<file path="src/rtl/wback_stage_pkg.sv">
// rtl/wback_stage_pkg.sv - shared types and constants for the writeback stage
package wback_stage_pkg;

    localparam int RVGA_WORD_W = 32;

    typedef logic [RVGA_WORD_W-1:0] rvga_word;

    typedef struct packed {
        logic       v;
        logic [4:0] rd;
        logic       rd_w_v;
        logic       ld_v;
        logic [2:0] ld_funct3;
    } rvga_cword;

    localparam logic [2:0] RVGA_LB  = 3'b000;
    localparam logic [2:0] RVGA_LH  = 3'b001;
    localparam logic [2:0] RVGA_LW  = 3'b010;
    localparam logic [2:0] RVGA_LBU = 3'b100;
    localparam logic [2:0] RVGA_LHU = 3'b101;

    typedef enum logic {
        IDLE,
        WAIT_LOAD
    } rvga_wb_state_e;

    // Captured instruction: control word, ALU result / load address, byte offset
    typedef struct packed {
        rvga_cword  cword;
        rvga_word   data;
        logic [1:0] offset;
    } rvga_wb_entry_s;

endpackage

</file>
<file path="src/rtl/wback_stage_dff.sv">
// rtl/wback_stage_dff.sv - enabled register with asynchronous active-low reset
module dff #(
    parameter int width_p = 1
) (
    input  logic               clk_i,
    input  logic               rst_i,
    input  logic               w_v_i,
    input  logic [width_p-1:0] data_i,
    output logic [width_p-1:0] data_o
);

    // Load on write-enable, clear on reset
    always_ff @(posedge clk_i or negedge rst_i) begin
        if (!rst_i) begin
            data_o <= '0;
        end else if (w_v_i) begin
            data_o <= data_i;
        end
    end

endmodule

</file>
<file path="src/rtl/wback_stage_load_extract.sv">
// rtl/wback_stage_load_extract.sv - select and extend load data from an aligned word
module load_extract
    import wback_stage_pkg::*;
#(
    parameter int width_p = 32
) (
    input  logic [2:0]         funct3,
    input  logic [1:0]         offset,
    input  logic [width_p-1:0] word,
    output logic [width_p-1:0] result
);

    logic [width_p-1:0] byte_shift;
    logic [width_p-1:0] half_shift;
    logic [7:0]         byte_sel;
    logic [15:0]        half_sel;

    // Halfword lane is chosen by offset[1] only; offset[0] is ignored
    always_comb begin
        byte_shift = word >> {offset, 3'b000};
        half_shift = word >> {offset[1], 4'b0000};
        byte_sel   = byte_shift[7:0];
        half_sel   = half_shift[15:0];
        case (funct3)
            RVGA_LB:  result = {{(width_p-8){byte_sel[7]}}, byte_sel};
            RVGA_LBU: result = {{(width_p-8){1'b0}}, byte_sel};
            RVGA_LH:  result = {{(width_p-16){half_sel[15]}}, half_sel};
            RVGA_LHU: result = {{(width_p-16){1'b0}}, half_sel};
            default:  result = word;
        endcase
    end

endmodule

</file>
<file path="src/rtl/wback_stage.sv">
// rtl/wback_stage.sv - writeback stage with load wait, timeout flag; RVGA_WB_INSTRET_EN adds instret_o
module wback_stage
    import wback_stage_pkg::*;
#(
    parameter int width_p   = 32,
    parameter int timeout_p = 255
) (
    input  logic                         clk_i,
    input  logic                         rst_i,
    input  logic [$bits(rvga_cword)-1:0] cword_i,
    input  logic [width_p-1:0]           alu_data_i,
    input  logic                         mem_resp_v_i,
    input  logic [width_p-1:0]           mem_resp_data_i,
    output logic                         mem_resp_ready_o,
    output logic [4:0]                   rd_o,
    output logic [width_p-1:0]           rd_data_o,
    output logic                         rd_w_v_o,
    output logic                         stall_v_o,
    output logic                         err_o
`ifdef RVGA_WB_INSTRET_EN
    ,
    output logic [63:0]                  instret_o
`endif
);

    localparam logic [16:0] TMO_LIMIT = 17'(timeout_p);

    rvga_wb_state_e state_r, state_n;
    rvga_wb_entry_s entry_d, entry_q;
    logic [15:0]    tmo_cnt;
    logic [16:0]    tmo_inc;
    logic           err_r;
    logic           wait_v;
    logic           load_done;
    logic           retire;
    logic [width_p-1:0] ld_data;

    always_comb begin
        entry_d.cword  = rvga_cword'(cword_i);
        entry_d.data   = alu_data_i;
        entry_d.offset = alu_data_i[1:0];
    end

    dff #(.width_p($bits(rvga_wb_entry_s))) entry_reg (
        .clk_i  (clk_i),
        .rst_i  (rst_i),
        .w_v_i  (~stall_v_o),
        .data_i (entry_d),
        .data_o (entry_q)
    );

    load_extract #(.width_p(width_p)) extract (
        .funct3 (entry_q.cword.ld_funct3),
        .offset (entry_q.offset),
        .word   (mem_resp_data_i),
        .result (ld_data)
    );

    // State, timeout counter and sticky error flag
    always_ff @(posedge clk_i or negedge rst_i) begin
        if (!rst_i) begin
            state_r <= IDLE;
            tmo_cnt <= '0;
            err_r   <= 1'b0;
        end else begin
            state_r <= state_n;
            if (load_done) begin
                tmo_cnt <= '0;
            end else if (stall_v_o && (17'(tmo_cnt) != TMO_LIMIT)) begin
                tmo_cnt <= tmo_inc[15:0];
            end
            if (stall_v_o && (tmo_inc >= TMO_LIMIT)) begin
                err_r <= 1'b1;
            end
        end
    end

    // A load entry starts waiting in the same cycle it is captured, before the state register follows
    always_comb begin
        state_n          = state_r;
        wait_v           = (state_r == WAIT_LOAD) || (entry_q.cword.v && entry_q.cword.ld_v);
        load_done        = wait_v && mem_resp_v_i;
        mem_resp_ready_o = wait_v;
        stall_v_o        = wait_v && !mem_resp_v_i;
        retire           = load_done || (entry_q.cword.v && !entry_q.cword.ld_v);
        rd_w_v_o         = retire && entry_q.cword.rd_w_v && (entry_q.cword.rd != 5'd0);
        rd_o             = entry_q.cword.rd;
        rd_data_o        = entry_q.cword.ld_v ? ld_data : entry_q.data;
        tmo_inc          = {1'b0, tmo_cnt} + 17'd1;
        case (state_r)
            IDLE:      if (wait_v && !mem_resp_v_i) state_n = WAIT_LOAD;
            WAIT_LOAD: if (mem_resp_v_i)            state_n = IDLE;
            default:   state_n = IDLE;
        endcase
    end

    assign err_o = err_r;

`ifdef RVGA_WB_INSTRET_EN
    // Count every retired valid entry, whether or not it writes the regfile
    always_ff @(posedge clk_i or negedge rst_i) begin
        if (!rst_i) begin
            instret_o <= '0;
        end else if (retire) begin
            instret_o <= instret_o + 64'd1;
        end
    end
`endif

endmodule

</file>
<file path="config.mk">
export PLATFORM = sky130hd
export DESIGN_NAME = wback_stage
export DESIGN_NICKNAME = d
export VERILOG_FILES = /design/src/rtl/wback_stage_pkg.sv /design/src/rtl/wback_stage_dff.sv /design/src/rtl/wback_stage_load_extract.sv /design/src/rtl/wback_stage.sv
export SDC_FILE = /design/constraint.sdc
export NUM_CORES = 1
export LEC_CHECK = 0
export ABC_AREA = 1
export BUFFER_PORTS_ARGS = -buffer_cell sky130_fd_sc_hd__buf_4
export CORE_ASPECT_RATIO = 1.4
export CORE_UTILIZATION = 40
export DETAILED_ROUTE_END_ITERATION = 16
export GPL_TIMING_DRIVEN = 1
export PLACE_DENSITY_LB_ADDON = 0.08
export SLEW_MARGIN = 20
export SYNTH_ARGS = -nofsm -noshare
export SYNTH_HDL_FRONTEND = slang
export SYNTH_SLANG_ARGS = --single-unit
</file>
<file path="constraint.sdc">
create_clock -name clk_i -period 1.88 [get_ports clk_i]
set_input_delay 0.094 -clock clk_i [delete_from_list [all_inputs] [get_ports clk_i]]
set_output_delay 0.094 -clock clk_i [all_outputs]
set_load 0.005 [all_outputs]
</file>
======== After elaboration in Yosys (flattened, before gate mapping) ========
Cells that the tools add are included.
word-level totals
  bits in registers ....................... 63
  latch bits .............................. 0
  RAM bits ................................ 0
  bits in read-only memories .............. 0
  output and inout port bits .............. 41
  logic and storage cells ................. 35
  memories kept ........................... 0
operators by class
  add/sub/neg operators ................... 1
  multiply operators ...................... 0
  div/mod/pow operators ................... 0
  order comparisons ....................... 1
  eq/ne operators ......................... 4
  shift operators ......................... 2
  multiplexer cells ....................... 7
  bitwise operators ....................... 1
  reduce and logical (&&, ||, !) cells .... 15
operators by type and width
  kind                                                                                  count
  32-bit case mux with 4 select lines                                                   1
  16-bit 2-to-1 mux                                                                     2
  32-bit 2-to-1 mux                                                                     1
  32-bit by 5-bit >> shifter with 16-bit output                                         1
  32-bit by 5-bit >> shifter with 8-bit output                                          1
  16-bit by 1-bit adder with 17-bit output, second input constant                       1
  17-bit by 8-bit greater-or-equal comparator with 1-bit output, second input constant  1
  16-bit by 8-bit inequality test with 1-bit output, second input constant              1
  1-bit logical AND                                                                     8
  3-bit equality test, second input constant                                            2
  5-bit nonzero test                                                                    1
  3-bit by 1-bit equality test with 1-bit output, second input constant                 1
  3-bit logical NOT                                                                     1
  1-bit logical NOT                                                                     2
  1-bit logical OR                                                                      2
  1-bit 2-to-1 mux                                                                      2
  1-bit case mux with 2 select lines                                                    1
  2-bit nonzero test                                                                    1
  1-bit inverter                                                                        1

======== Longest topological paths before layout ========
Gate-level depths: netlist of run 1.
  word-level depth ........................ 6
  mapped depth ............................ 12
  mapped depth without buffers ............ 12

======== By module ========
A second synthesis of run 1 with hierarchy kept.
second synthesis, totals
  cell total of the unflattened synthesis .. 648
  area, all modules ....................... 4255.3 sq um
modules (own cells, without submodules)
  module        instances  cells each  area an instance (sq um)
  dff           1          190         1762.9
  wback_stage   1          289         1620.3
  load_extract  1          169         872.1

======== Worst setup path after synthesis of run 1 ========
No wires, ideal clock.
  kind .................................... register -> register
  from .................................... register tmo_cnt[1]
  to ...................................... register tmo_cnt[14]
  library setup time ...................... 0.117 ns
  data arrival time ....................... 1.449 ns
  required time ........................... 1.763 ns
  path slack .............................. 0.314 ns
  cell stages (with the launch flop) ...... 11
  buffers on the path ..................... 1
  path through ............................ dfrtp_1 ha_1 nand2_2 nor2_4 nand2_2 nand3b_4 nand2_4 buf_6 inv_2 nand2_1 o21ai_2
on the way
  cells in the longest elaborated chain, start to end .. 3
  elaborated cells between the ends (all ways) .. 6
  classes of those cells .................. add/sub (1); eq/ne (1); mux (2); reduce/logical (2)
ends and longest elaborated chain
  what                                                                                                           RTL line                              source
  start, declared                                                                                                wback_stage.sv:30                     logic [15:0] tmo_cnt;
  start signal, assigned                                                                                         wback_stage.sv:70                     tmo_cnt <= tmo_inc[15:0];
  16-bit by 1-bit adder with 17-bit output or 16-bit by 8-bit inequality test with 1-bit output (tied branches)  wback_stage.sv:89, wback_stage.sv:69
  16-bit 2-to-1 mux or 1-bit logical AND (tied branches)                                                         wback_stage.sv:69                     end else if (stall_v_o && (17'(tmo_cnt) != TMO_LIMIT)) begin
  16-bit 2-to-1 mux or 2-bit nonzero test (tied branches)                                                        -
Parallel ways exist; a longest one is shown, timed or not. The select of a mux whose other input is x is not followed.
A chain may end at the register's enable or synchronous reset.

==> results of run 1 <==
flip-flops by register name (all words and copies together), names as in the netlist:
name,flops
err_o,1
tmo_cnt,16
entry_reg.data_o,43
state_r,1
Yosys cell counts (all sizes together):
cell type / n
a21oi: 12
a311oi: 1
a31oi: 1
a32oi: 1
buf: 18
clkbuf: 10
dfrtp: 61
ha: 2
inv: 86
mux2i: 1
nand2: 187
nand3: 19
nand3b: 1
nand4: 5
nor2: 37
nor3: 3
nor4: 2
o211ai: 4
o21ai: 72
o21bai: 1
o22ai: 29
o31ai: 1
o32ai: 1
or2: 1
xnor2: 1
area by class of cell:
type                       instances  area [um^2]
clock inverter                     4         70.1
clock buffer                      12          256
fill                             832         3180
multi-input combinational        382         2220
timing repair buffer             196         1730
tap                              110          138
inverter                          86          332
sequential                        61         1530
cells by family (layout without fill, tap and decap cells):
kind of cell / count (synthesis) / count (layout) / share of synthesized area (%)
AOI/OAI and AO/OA: 123 / 123 / 19.9
xor gates and xnor gates: 1 / 1 / 0.225
adders and majority gates: 2 / 2 / 0.641
buffers and inverters: 114 / 298 / 12.4
DFF: 61 / 61 / 39.1
muxes: 1 / 1 / 0.257
and+or+nand+nor: 255 / 255 / 27.5
routing by layer:
layer  GRT usage (%)  vias up
li1                -     2136
met1            28.4     2024
met2            48.7      110
met3            6.79       23
met4            9.27        0
met5               0        -
where the power goes:
group	internal (mW)	switching, mW	leakage (nW)
clock	1.23	0.575	0.163
sequential	1.47	0.147	0.749
combinational	0.968	0.977	2.17
total	3.66	1.70	3.09
cells in the final DEF (no fill, tap or decap), drive strengths merged:
cell type	synthesis	final
a32oi	1	1
nand4	5	5
o21bai	1	1
nor3	3	3
a311oi	1	1
inv	86	85
nand3	19	19
dfrtp	61	61
o31ai	1	1
mux2i	1	1
o32ai	1	1
a31oi	1	1
a21oi	12	12
o211ai	4	4
xnor2	1	1
clkbuf	10	13
o22ai	29	29
bufinv	0	2
nand2	187	187
nor2	37	37
clkinvlp	0	1
or2	1	1
nand3b	1	1
dlygate4sd3	0	44
nor4	2	2
buf	18	151
o21ai	72	72
ha	2	2
clkinv	0	2
per-stage QoR:
stage               hold WS, ns  area, um^2
global route             0.0156        6280
finish                 0.000493        6280
CTS                    0.000150        5990
global placement         0.0901        4890
floorplan                -0.202        3900
detailed placement       0.0972        4890
final timing paths:
path	from	slack, ns	end
hold reg to reg	err_o	0.47	err_o
setup reg to reg	tmo_cnt[0]	0.10	err_o
hold / removal	alu_data_i[9]	0.0005	entry_reg.data_o[11]
setup / recovery	entry_reg.data_o[3]	-0.08	rd_data_o[25]
max in group asynchronous	rst_i	1.05	entry_reg.data_o[34]
min in group asynchronous	rst_i	0.28	entry_reg.data_o[5]
critical path: stages (launching register included):
cell                      delay, ns
sky130_fd_sc_hd__dfrtp_2       0.47
sky130_fd_sc_hd__o21ai_2       0.21
sky130_fd_sc_hd__nand2_2       0.12
sky130_fd_sc_hd__nand3_4       0.13
sky130_fd_sc_hd__o31ai_4       0.11
sky130_fd_sc_hd__buf_12        0.18
sky130_fd_sc_hd__o22ai_2       0.11
sky130_fd_sc_hd__inv_1         0.08
sky130_fd_sc_hd__buf_6         0.11
timing repair:
| item | in CTS | in global routing |
|---|---|---|
| pin swaps | 6 | 12 |
| hold endpoints to repair | 76 | 0 |
| cloned | 1 | 0 |
| hold buffers | 44 | 0 |
| buffers inserted | 10 | 10 |
| resized for setup | 65 | 64 |
| setup endpoints to repair | 32 | 50 |
==> results.sh, run 1 <==
export IMPL_final_period_utilization_pct=104
export IMPL_placedCellCount=770
export IMPL_detail_route_iter0_violations=239
export IMPL_clkSinkCount=61
export IMPL_coreArea_um2=9460
export IMPL_fin_tns_setup_ns=-0.931
export IMPL_cts_buffers=9
export IMPL_post_layout_nonfiller_instances=851
export IMPL_wl_met3_um=614
export IMPL_worst_r2r_path_depth=12
export IMPL_min_period_ns=1.96
export IMPL_synth_distinct_cells=40
export IMPL_cts_buffer_depth=2
export IMPL_final_util_pct=66.3
export IMPL_num_io_pins=119
export IMPL_final_setup_worst_slack_ns=-0.0780
export IMPL_pre_cts_slack_ns=-0.0141
export IMPL_routed_via_count=4293
export IMPL_max_slew_worst_pin_slew_ns=0.487
export IMPL_max_freq_mhz=511
export IMPL_biggest_area_contributors_in_the_synthesized_netlist="sky130_fd_sc_hd__dfrtp_1 39%, sky130_fd_sc_hd__nand2_1 18%, sky130_fd_sc_hd__o21ai_0 8.1%"
export IMPL_h_tree_levels=3
export IMPL_cts_root_buf="sky130_fd_sc_hd__clkbuf_16"
export IMPL_first_global_vias=4331
export IMPL_failed_checks="setup timing"
export IMPL_ffs_latches_synth=61
export IMPL_clock_skew_ns=0.00576
export IMPL_drv_max_cap_violation_count=0
export IMPL_final_stage_net_count=816
export IMPL_die_h_um=119
export IMPL_timing_critical_path_arrival_ns=1.86
export IMPL_grt_start_max_net_pins=65
export IMPL_ant_nets=0
export IMPL_final_routed_wire_length_divided_by_cell_count_um=15.4
export IMPL_antenna_cells_inserted=0
export IMPL_syn_num_nets=637
export IMPL_wl_met1_mm=5.04
export IMPL_post_route_cells_drive_above_1_share_pct=35.1
export IMPL_antenna_found_initial=0
export IMPL_final_replace_weighted_congestion=0.910
export IMPL_post_synth_top_area_cell="sky130_fd_sc_hd__dfrtp_1"
export IMPL_timing_critical_path_to_type="primary output"
export IMPL_die_area_um2=10200
export IMPL_route_detailed_drc=0
export IMPL_synth_cell_area_um2=3900
export IMPL_portBuffers=118
export IMPL_firstDrtPassIters=4
export IMPL_yosysTopAreaCellShare_pct=39.1
export IMPL_overflow=0
export IMPL_areaGrowthSynthToFinish_pct=60.9
export IMPL_critical_path_launch_point_type="register"
export IMPL_worst_path_max_fanout=8
export IMPL_hold_path_class="input port to register"
export IMPL_floorplan_die_width_um=85.5
export IMPL_placementRows=42
export IMPL_p_leak_nw=3.09
export IMPL_synth_yosys_seq_area_share_pct=39.1
export IMPL_grt_use_total_pct=26.3
export IMPL_tritoncts_clock_tree="done"
export IMPL_timing_hold_worst_path_depth=3
export IMPL_worstSkewPairLatency_ns=0.33
export IMPL_syn_inst=557
export IMPL_cp_data_required_time_ns=1.79
export IMPL_wl_met2_mm=7.20
export IMPL_detail_route_vias_per_cell=5.04
export IMPL_place_hpwl_mm=8.83
export IMPL_yosys_warnings=0
export IMPL_timing_hold_violations_final=0
export IMPL_vdd_ir_drop_max_uv=730
export IMPL_start_util_pct=41.2
export IMPL_timing_setup_critical_path_class="register to primary output"
export IMPL_maxUsedRoutingLayer="met4"
export IMPL_wl_mm=13.1
export IMPL_clk_transition_reported_paths_ns=0.06
export IMPL_report_power_total_mw=5.36
export IMPL_status="finished with violations"
export IMPL_grt_pass1_wl_mm=20.5
export IMPL_worst_max_slew_margin_expressed_relative_to_the_limit_pct=67.2
export IMPL_rsz0062_at_grt="true"
export IMPL_report_final_slew_viol_count=0
export IMPL_finalSetupViolCount=22
export IMPL_p_per_area_nw_per_um2=854
export IMPL_avgSynthCellArea_um2=7.00
No activity file was read; power rests on OpenSTA's default activity.
==> run 2, diff against run 1 <==
--- a/config.mk
+++ b/config.mk
@@ -6,7 +6,7 @@
 export NUM_CORES = 1
 export LEC_CHECK = 0
 export ABC_AREA = 1
-export BUFFER_PORTS_ARGS = -buffer_cell sky130_fd_sc_hd__buf_4
+export BUFFER_PORTS_ARGS = -buffer_cell sky130_fd_sc_hd__buf_2
 export CORE_ASPECT_RATIO = 1.4
 export CORE_UTILIZATION = 40
 export DETAILED_ROUTE_END_ITERATION = 16
==> run 2 against run 1 <==
  * The run still ends with setup timing left
  * Clock power hardly changed
  * Maximum frequency decreased by 0.44%
  * Sequential cell count unchanged
  * Combinational power fell by 16%
  * Largest cell class unchanged
  * Largest power group is now the clock network
  * Via count decreased by 0.89%
  * Count of clock-buffer cells in the layout increased by 1
  * Sequential power is essentially flat
==> results.sh, run 2 (same netlist as run 1, synthesis figures left out) <==
export IMPL_overflow=0
export IMPL_antenna_cells_inserted=0
export IMPL_cts_root_buf="sky130_fd_sc_hd__clkbuf_16"
export IMPL_clock_skew_ns=0.00680
export IMPL_coreArea_um2=9460
export IMPL_max_freq_mhz=508
export IMPL_timing_setup_critical_path_class="register to primary output"
export IMPL_h_tree_levels=3
export IMPL_rsz0062_at_grt="true"
export IMPL_clk_transition_reported_paths_ns=0.05
export IMPL_areaGrowthSynthToFinish_pct=49.8
export IMPL_clkSinkCount=61
export IMPL_timing_hold_violations_final=0
export IMPL_report_final_slew_viol_count=0
export IMPL_max_slew_worst_pin_slew_ns=0.526
export IMPL_final_replace_weighted_congestion=0.921
export IMPL_regMostFlops="entry_reg.data_o"
export IMPL_hold_path_class="input port to register"
export IMPL_status="finished with violations"
export IMPL_wl_mm=12.7
export IMPL_final_period_utilization_pct=105
export IMPL_layout_top_registers="entry_reg.data_o: 43 flops, tmo_cnt: 16 flops"
export IMPL_timing_critical_path_to_type="primary output"
export IMPL_cp_data_required_time_ns=1.79
export IMPL_p_per_area_nw_per_um2=867
export IMPL_fin_hold_ws_ns=0.00922
export IMPL_num_io_pins=119
export IMPL_floorplan_die_width_um=85.5
export IMPL_final_stage_net_count=813
export IMPL_die_h_um=119
export IMPL_grt_start_max_net_pins=51
export IMPL_antenna_found_initial=0
export IMPL_min_period_ns=1.97
export IMPL_die_area_um2=10200
export IMPL_drv_max_cap_violation_count=0
export IMPL_most_used_cells_in_the_layout_excluding_fill_and_tap_cells="173 x sky130_fd_sc_hd__nand2_1, 118 x sky130_fd_sc_hd__buf_2, 78 x sky130_fd_sc_hd__inv_1"
export IMPL_p_leak_nw=2.97
export IMPL_vdd_ir_drop_max_uv=522
export IMPL_worst_path_max_fanout=8
export IMPL_grt_use_total_pct=25.5
export IMPL_cts_buffer_depth=2
export IMPL_post_route_cells_drive_above_1_share_pct=34.0
export IMPL_cts_buffers=9
export IMPL_grt_pass1_wl_mm=20.2
export IMPL_worst_max_slew_margin_expressed_relative_to_the_limit_pct=64.6
export IMPL_place_hpwl_mm=8.63
export IMPL_detail_route_iter0_violations=222
export IMPL_detail_route_vias_per_cell=5.02
export IMPL_mostFrequentLayoutCell="sky130_fd_sc_hd__nand2_1"
export IMPL_largest_reg_flops=43
export IMPL_critical_path_launch_point_type="register"
export IMPL_final_setup_worst_slack_ns=-0.0868
export IMPL_failed_checks="setup timing"
export IMPL_ant_nets=0
export IMPL_firstDrtPassIters=5
export IMPL_timing_critical_path_arrival_ns=1.87
export IMPL_routed_via_count=4255
export IMPL_portBuffers=118
export IMPL_route_detailed_drc=0
export IMPL_finalSetupViolCount=18
export IMPL_layout_filler_cells=873
export IMPL_placementRows=42
export IMPL_final_util_pct=61.8
export IMPL_worstSkewPairLatency_ns=0.33
export IMPL_first_global_vias=4205
export IMPL_final_routed_wire_length_divided_by_cell_count_um=15.0
export IMPL_tritoncts_clock_tree="done"
export IMPL_start_util_pct=41.2
run 2: cell count changes in the layout (fill, tap and decap cells not counted), moves of 6 or more:
cell and delta:
sky130_fd_sc_hd__o22ai_2 +6, sky130_fd_sc_hd__buf_2 +118, sky130_fd_sc_hd__buf_6 -18, sky130_fd_sc_hd__buf_4 -101, sky130_fd_sc_hd__o21ai_2 -6, sky130_fd_sc_hd__inv_1 +7, sky130_fd_sc_hd__inv_2 -6
run 2: per-stage QoR:
step	setup slack, ns	setup TNS [ns]	power, mW	cells	instance area [um^2]
after floorplan	0.314	0	2.36	557	3900
after global placement	0.110	0	2.82	770	4590
after detailed placement	0.0432	0	2.84	770	4590
after CTS	-0.0262	-0.311	4.86	835	5520
after global routing	-0.168	-2.99	5.34	848	5840
final	-0.0868	-1.22	5.07	848	5840
run 2: repair_timing:
item | CTS | global route
setup endpoints to repair | 30 | 49
buffers inserted | 5 | 14
hold endpoints to repair | 62 | 0
pin swaps | 4 | 20
gates cloned | 1 | 1
hold buffers | 43 | 0
gates resized for setup | 30 | 69
run 2: final timing paths:
kind,slack [ns],endpoint,cells after the start,startpoint
hold / removal,0.009,entry_reg.data_o[10],3,alu_data_i[8]
hold reg to reg,0.46,err_o,2,err_o
setup reg to reg,0.10,tmo_cnt[13],9,tmo_cnt[0]
setup / recovery,-0.09,rd_data_o[20],9,entry_reg.data_o[3]
max in group asynchronous,0.97,entry_reg.data_o[34],3,rst_i
min in group asynchronous,0.28,tmo_cnt[4],2,rst_i
run 2: power by group:
part	total [mW]	leakage [nW]	switching (mW)	internal, mW
Combinational	1.63	2.07	0.890	0.737
Clock	1.82	0.156	0.588	1.23
Sequential	1.62	0.749	0.149	1.47
Total	5.07	2.97	1.63	3.44
run 2: layer usage:
metal	GRT usage (%)	part of all wire [%]	vias to the layer above
li1	-	-	2134
met4	7.81	1.9	0
met2	46.9	54	124
met3	4.50	5.5	24
met5	0	0	-
met1	29.6	39	1973
run 2: area by class of cell:
| type | count | area (um^2) | share of cell area, % |
|---|---|---|---|
| repair buffers | 192 | 1300 | 22.3 |
| clock buffers | 13 | 260 | 4.45 |
| flip-flops and latches | 61 | 1530 | 26.2 |
| multi-input cells | 383 | 2220 | 38.0 |
| well taps | 110 | 138 | 2.35 |
| clock inverters | 3 | 67.6 | 1.16 |
| inverters | 86 | 325 | 5.57 |
run 2: worst max-delay path: stages, from the launching register on:
cell                      delay, ns
sky130_fd_sc_hd__dfrtp_2       0.46
sky130_fd_sc_hd__nor2_4        0.06
sky130_fd_sc_hd__a21oi_4       0.16
sky130_fd_sc_hd__buf_6         0.12
sky130_fd_sc_hd__inv_2         0.03
sky130_fd_sc_hd__o31ai_4       0.25
sky130_fd_sc_hd__buf_6         0.21
sky130_fd_sc_hd__o22ai_4       0.07
sky130_fd_sc_hd__inv_1         0.07
sky130_fd_sc_hd__buf_2         0.11
==> run 3, diff against run 2 <==
--- a/config.mk
+++ b/config.mk
@@ -8,10 +8,11 @@
 export ABC_AREA = 1
 export BUFFER_PORTS_ARGS = -buffer_cell sky130_fd_sc_hd__buf_2
 export CORE_ASPECT_RATIO = 1.4
-export CORE_UTILIZATION = 40
+export CORE_UTILIZATION = 52
 export DETAILED_ROUTE_END_ITERATION = 16
 export GPL_TIMING_DRIVEN = 1
 export PLACE_DENSITY_LB_ADDON = 0.08
+export REMOVE_ABC_BUFFERS = 1
 export SLEW_MARGIN = 20
 export SYNTH_ARGS = -nofsm -noshare
 export SYNTH_HDL_FRONTEND = slang
==> run 3 against run 2 <==
  * Clock power down 12%
  * Count of clock-buffer cells in the layout shrank 3
  * Cell area fell by 3.9%
  * Critical path depth rose by 1
  * The flow still finishes with violations (setup timing)
  * Utilization up 15 points
  * Combinational power fell by 6%
  * Register-to-register slack improved by 0.02 ns
  * Critical endpoint is now rd_data_o[30]
  * Global-route usage increased by 5.8 points
==> results.sh, run 3 (same netlist as run 1, synthesis figures left out) <==
export IMPL_final_setup_worst_slack_ns=-0.104
export IMPL_mostFrequentLayoutCell="sky130_fd_sc_hd__nand2_1"
export IMPL_worstPathBufferInverterCount=4
export IMPL_rsz0062_at_grt="true"
export IMPL_slowest_stage="sky130_fd_sc_hd__dfrtp_2"
export IMPL_post_route_cells_drive_above_1_share_pct=31.0
export IMPL_pre_cts_slack_ns=0.0706
export IMPL_dpl_cell_area_um2=4600
export IMPL_die_h_um=104
export IMPL_timing_critical_path_arrival_ns=1.89
export IMPL_floorplan_die_width_um=75.2
export IMPL_failed_checks="setup timing"
export IMPL_finalSetupViolCount=25
export IMPL_critical_path_launch_point_type="register"
export IMPL_final_area_um2=5620
export IMPL_layout_top_registers="entry_reg.data_o: 43 flops, tmo_cnt: 16 flops"
export IMPL_drv_max_cap_violation_count=0
export IMPL_layout_filler_cells=575
export IMPL_worst_path_max_fanout=5
export IMPL_wl_met3_um=515
export IMPL_report_power_total_mw=4.75
export IMPL_tritoncts_clock_tree="done"
export IMPL_regMostFlops="entry_reg.data_o"
export IMPL_max_slew_worst_pin_slew_ns=0.510
export IMPL_final_period_utilization_pct=106
export IMPL_worstSkewPairLatency_ns=0.36
export IMPL_p_per_area_nw_per_um2=845
export IMPL_firstDrtPassIters=5
export IMPL_cts_root_buf="sky130_fd_sc_hd__clkbuf_8"
export IMPL_areaGrowthSynthToFinish_pct=44.0
export IMPL_coreArea_um2=7310
export IMPL_largest_reg_flops=43
export IMPL_vdd_ir_drop_max_uv=584
export IMPL_timing_critical_path_to_type="primary output"
export IMPL_overflow=0
export IMPL_slowest_delay_ns=0.46
export IMPL_final_replace_weighted_congestion=0.862
export IMPL_timing_setup_critical_path_class="register to primary output"
export IMPL_detail_route_vias_per_cell=5.25
export IMPL_final_routed_wire_length_divided_by_cell_count_um=14.5
export IMPL_die_area_um2=7860
export IMPL_grt_use_total_pct=31.3
export IMPL_min_period_ns=1.98
export IMPL_first_global_vias=4279
export IMPL_num_io_pins=119
export IMPL_critical_path_cell_chain="nor2_4 -> a21oi_2 -> o21ai_1 -> inv_2 -> nand3_4 -> o31ai_4 -> buf_6 -> o22ai_2 -> inv_1 -> buf_2"
export IMPL_max_freq_mhz=504
export IMPL_h_tree_levels=3
export IMPL_p_leak_nw=2.90
export IMPL_wl_met1_mm=4.85
export IMPL_placementRows=37
export IMPL_cp_data_required_time_ns=1.79
export IMPL_grt_pass1_wl_mm=18.6
export IMPL_clock_skew_ns=0.00944
export IMPL_antenna_cells_inserted=0
export IMPL_timing_hold_violations_final=0
export IMPL_wl_met2_mm=6.19
export IMPL_cp_top_family="flip-flops"
export IMPL_grt_start_max_net_pins=65
export IMPL_maxUsedRoutingLayer="met4"
export IMPL_clk_transition_reported_paths_ns=0.07
export IMPL_fin_tns_setup_ns=-1.36
export IMPL_clkSinkCount=61
export IMPL_routed_via_count=4380
export IMPL_ant_nets=0
export IMPL_cts_buffers=9
export IMPL_portBuffers=118
export IMPL_detail_route_iter0_violations=323
export IMPL_final_stage_net_count=813
export IMPL_report_final_slew_viol_count=0
export IMPL_most_used_cells_in_the_layout_excluding_fill_and_tap_cells="178 x sky130_fd_sc_hd__nand2_1, 118 x sky130_fd_sc_hd__buf_2, 79 x sky130_fd_sc_hd__inv_1"
export IMPL_hold_path_class="input port to async pin"
export IMPL_place_hpwl_mm=7.74
export IMPL_cts_buffer_depth=2
export IMPL_start_util_pct=53.3
export IMPL_route_detailed_drc=0
export IMPL_status="finished with violations"
export IMPL_antenna_found_initial=0
export IMPL_wl_mm=12.1
export IMPL_fin_hold_ws_ns=0.278
export IMPL_worst_max_slew_margin_expressed_relative_to_the_limit_pct=65.7
## run 3: path summary, 6_finish.rpt
path | startpoint | end | slack (ns) | cells past startpoint
max in group asynchronous | rst_i | tmo_cnt[2] | 1.30 | 3
min in group clk_i | alu_data_i[27] | entry_reg.data_o[29] | 0.47 | 4
hold / removal | rst_i | entry_reg.data_o[31] | 0.28 | 3
setup reg to reg | tmo_cnt[0] | tmo_cnt[15] | 0.12 | 9
setup / recovery | entry_reg.data_o[3] | rd_data_o[30] | -0.10 | 10
hold reg to reg | err_o | err_o | 0.48 | 2
## run 3: tightest hold or removal path, stage by stage
cell                            delay (ns)
sky130_fd_sc_hd__dlygate4sd3_1        0.53
sky130_fd_sc_hd__buf_2                0.12
sky130_fd_sc_hd__buf_12               0.28
## run 3: final cells by class
class                      instances  area, um^2  share of cell area (%)
clock buffer                      10         138                    2.45
clock inverter                     6         134                    2.38
inverter                          86         327                    5.81
tap                               97         121                    2.16
multi-input combinational        382        2050                    36.5
sequential                        61        1530                    27.3
timing repair buffer             193        1310                    23.4
## run 3: power by group
part           leakage (nW)  switching, mW  internal [mW]
clock                 0.136          0.558           1.05
combinational          2.01          0.853          0.685
sequential            0.749          0.134           1.46
total                  2.90           1.55           3.20
## run 3: stage by stage
step,util [%],std cells
after floorplan,-,529
after global placement,62.9,760
after detailed placement,62.9,760
after CTS,73.7,824
after global routing,76.8,835
final,76.8,835
## run 3: routing by layer
metal  global-route usage [%]  up-vias
li1                         -     2133
met2                     52.3      159
met5                        0        -
met4                     18.7        0
met3                     5.52       47
met1                     36.1     2041
## run 3: timing repair
action                                 4_1_cts  5_1_grt
endpoints found under the hold margin      105        0
setup endpoints to repair                   31       35
hold buffers                                45        0
pin swaps                                    3        5
buffers inserted                             3       10
resized for setup                           22       38
gates cloned                                 0        1
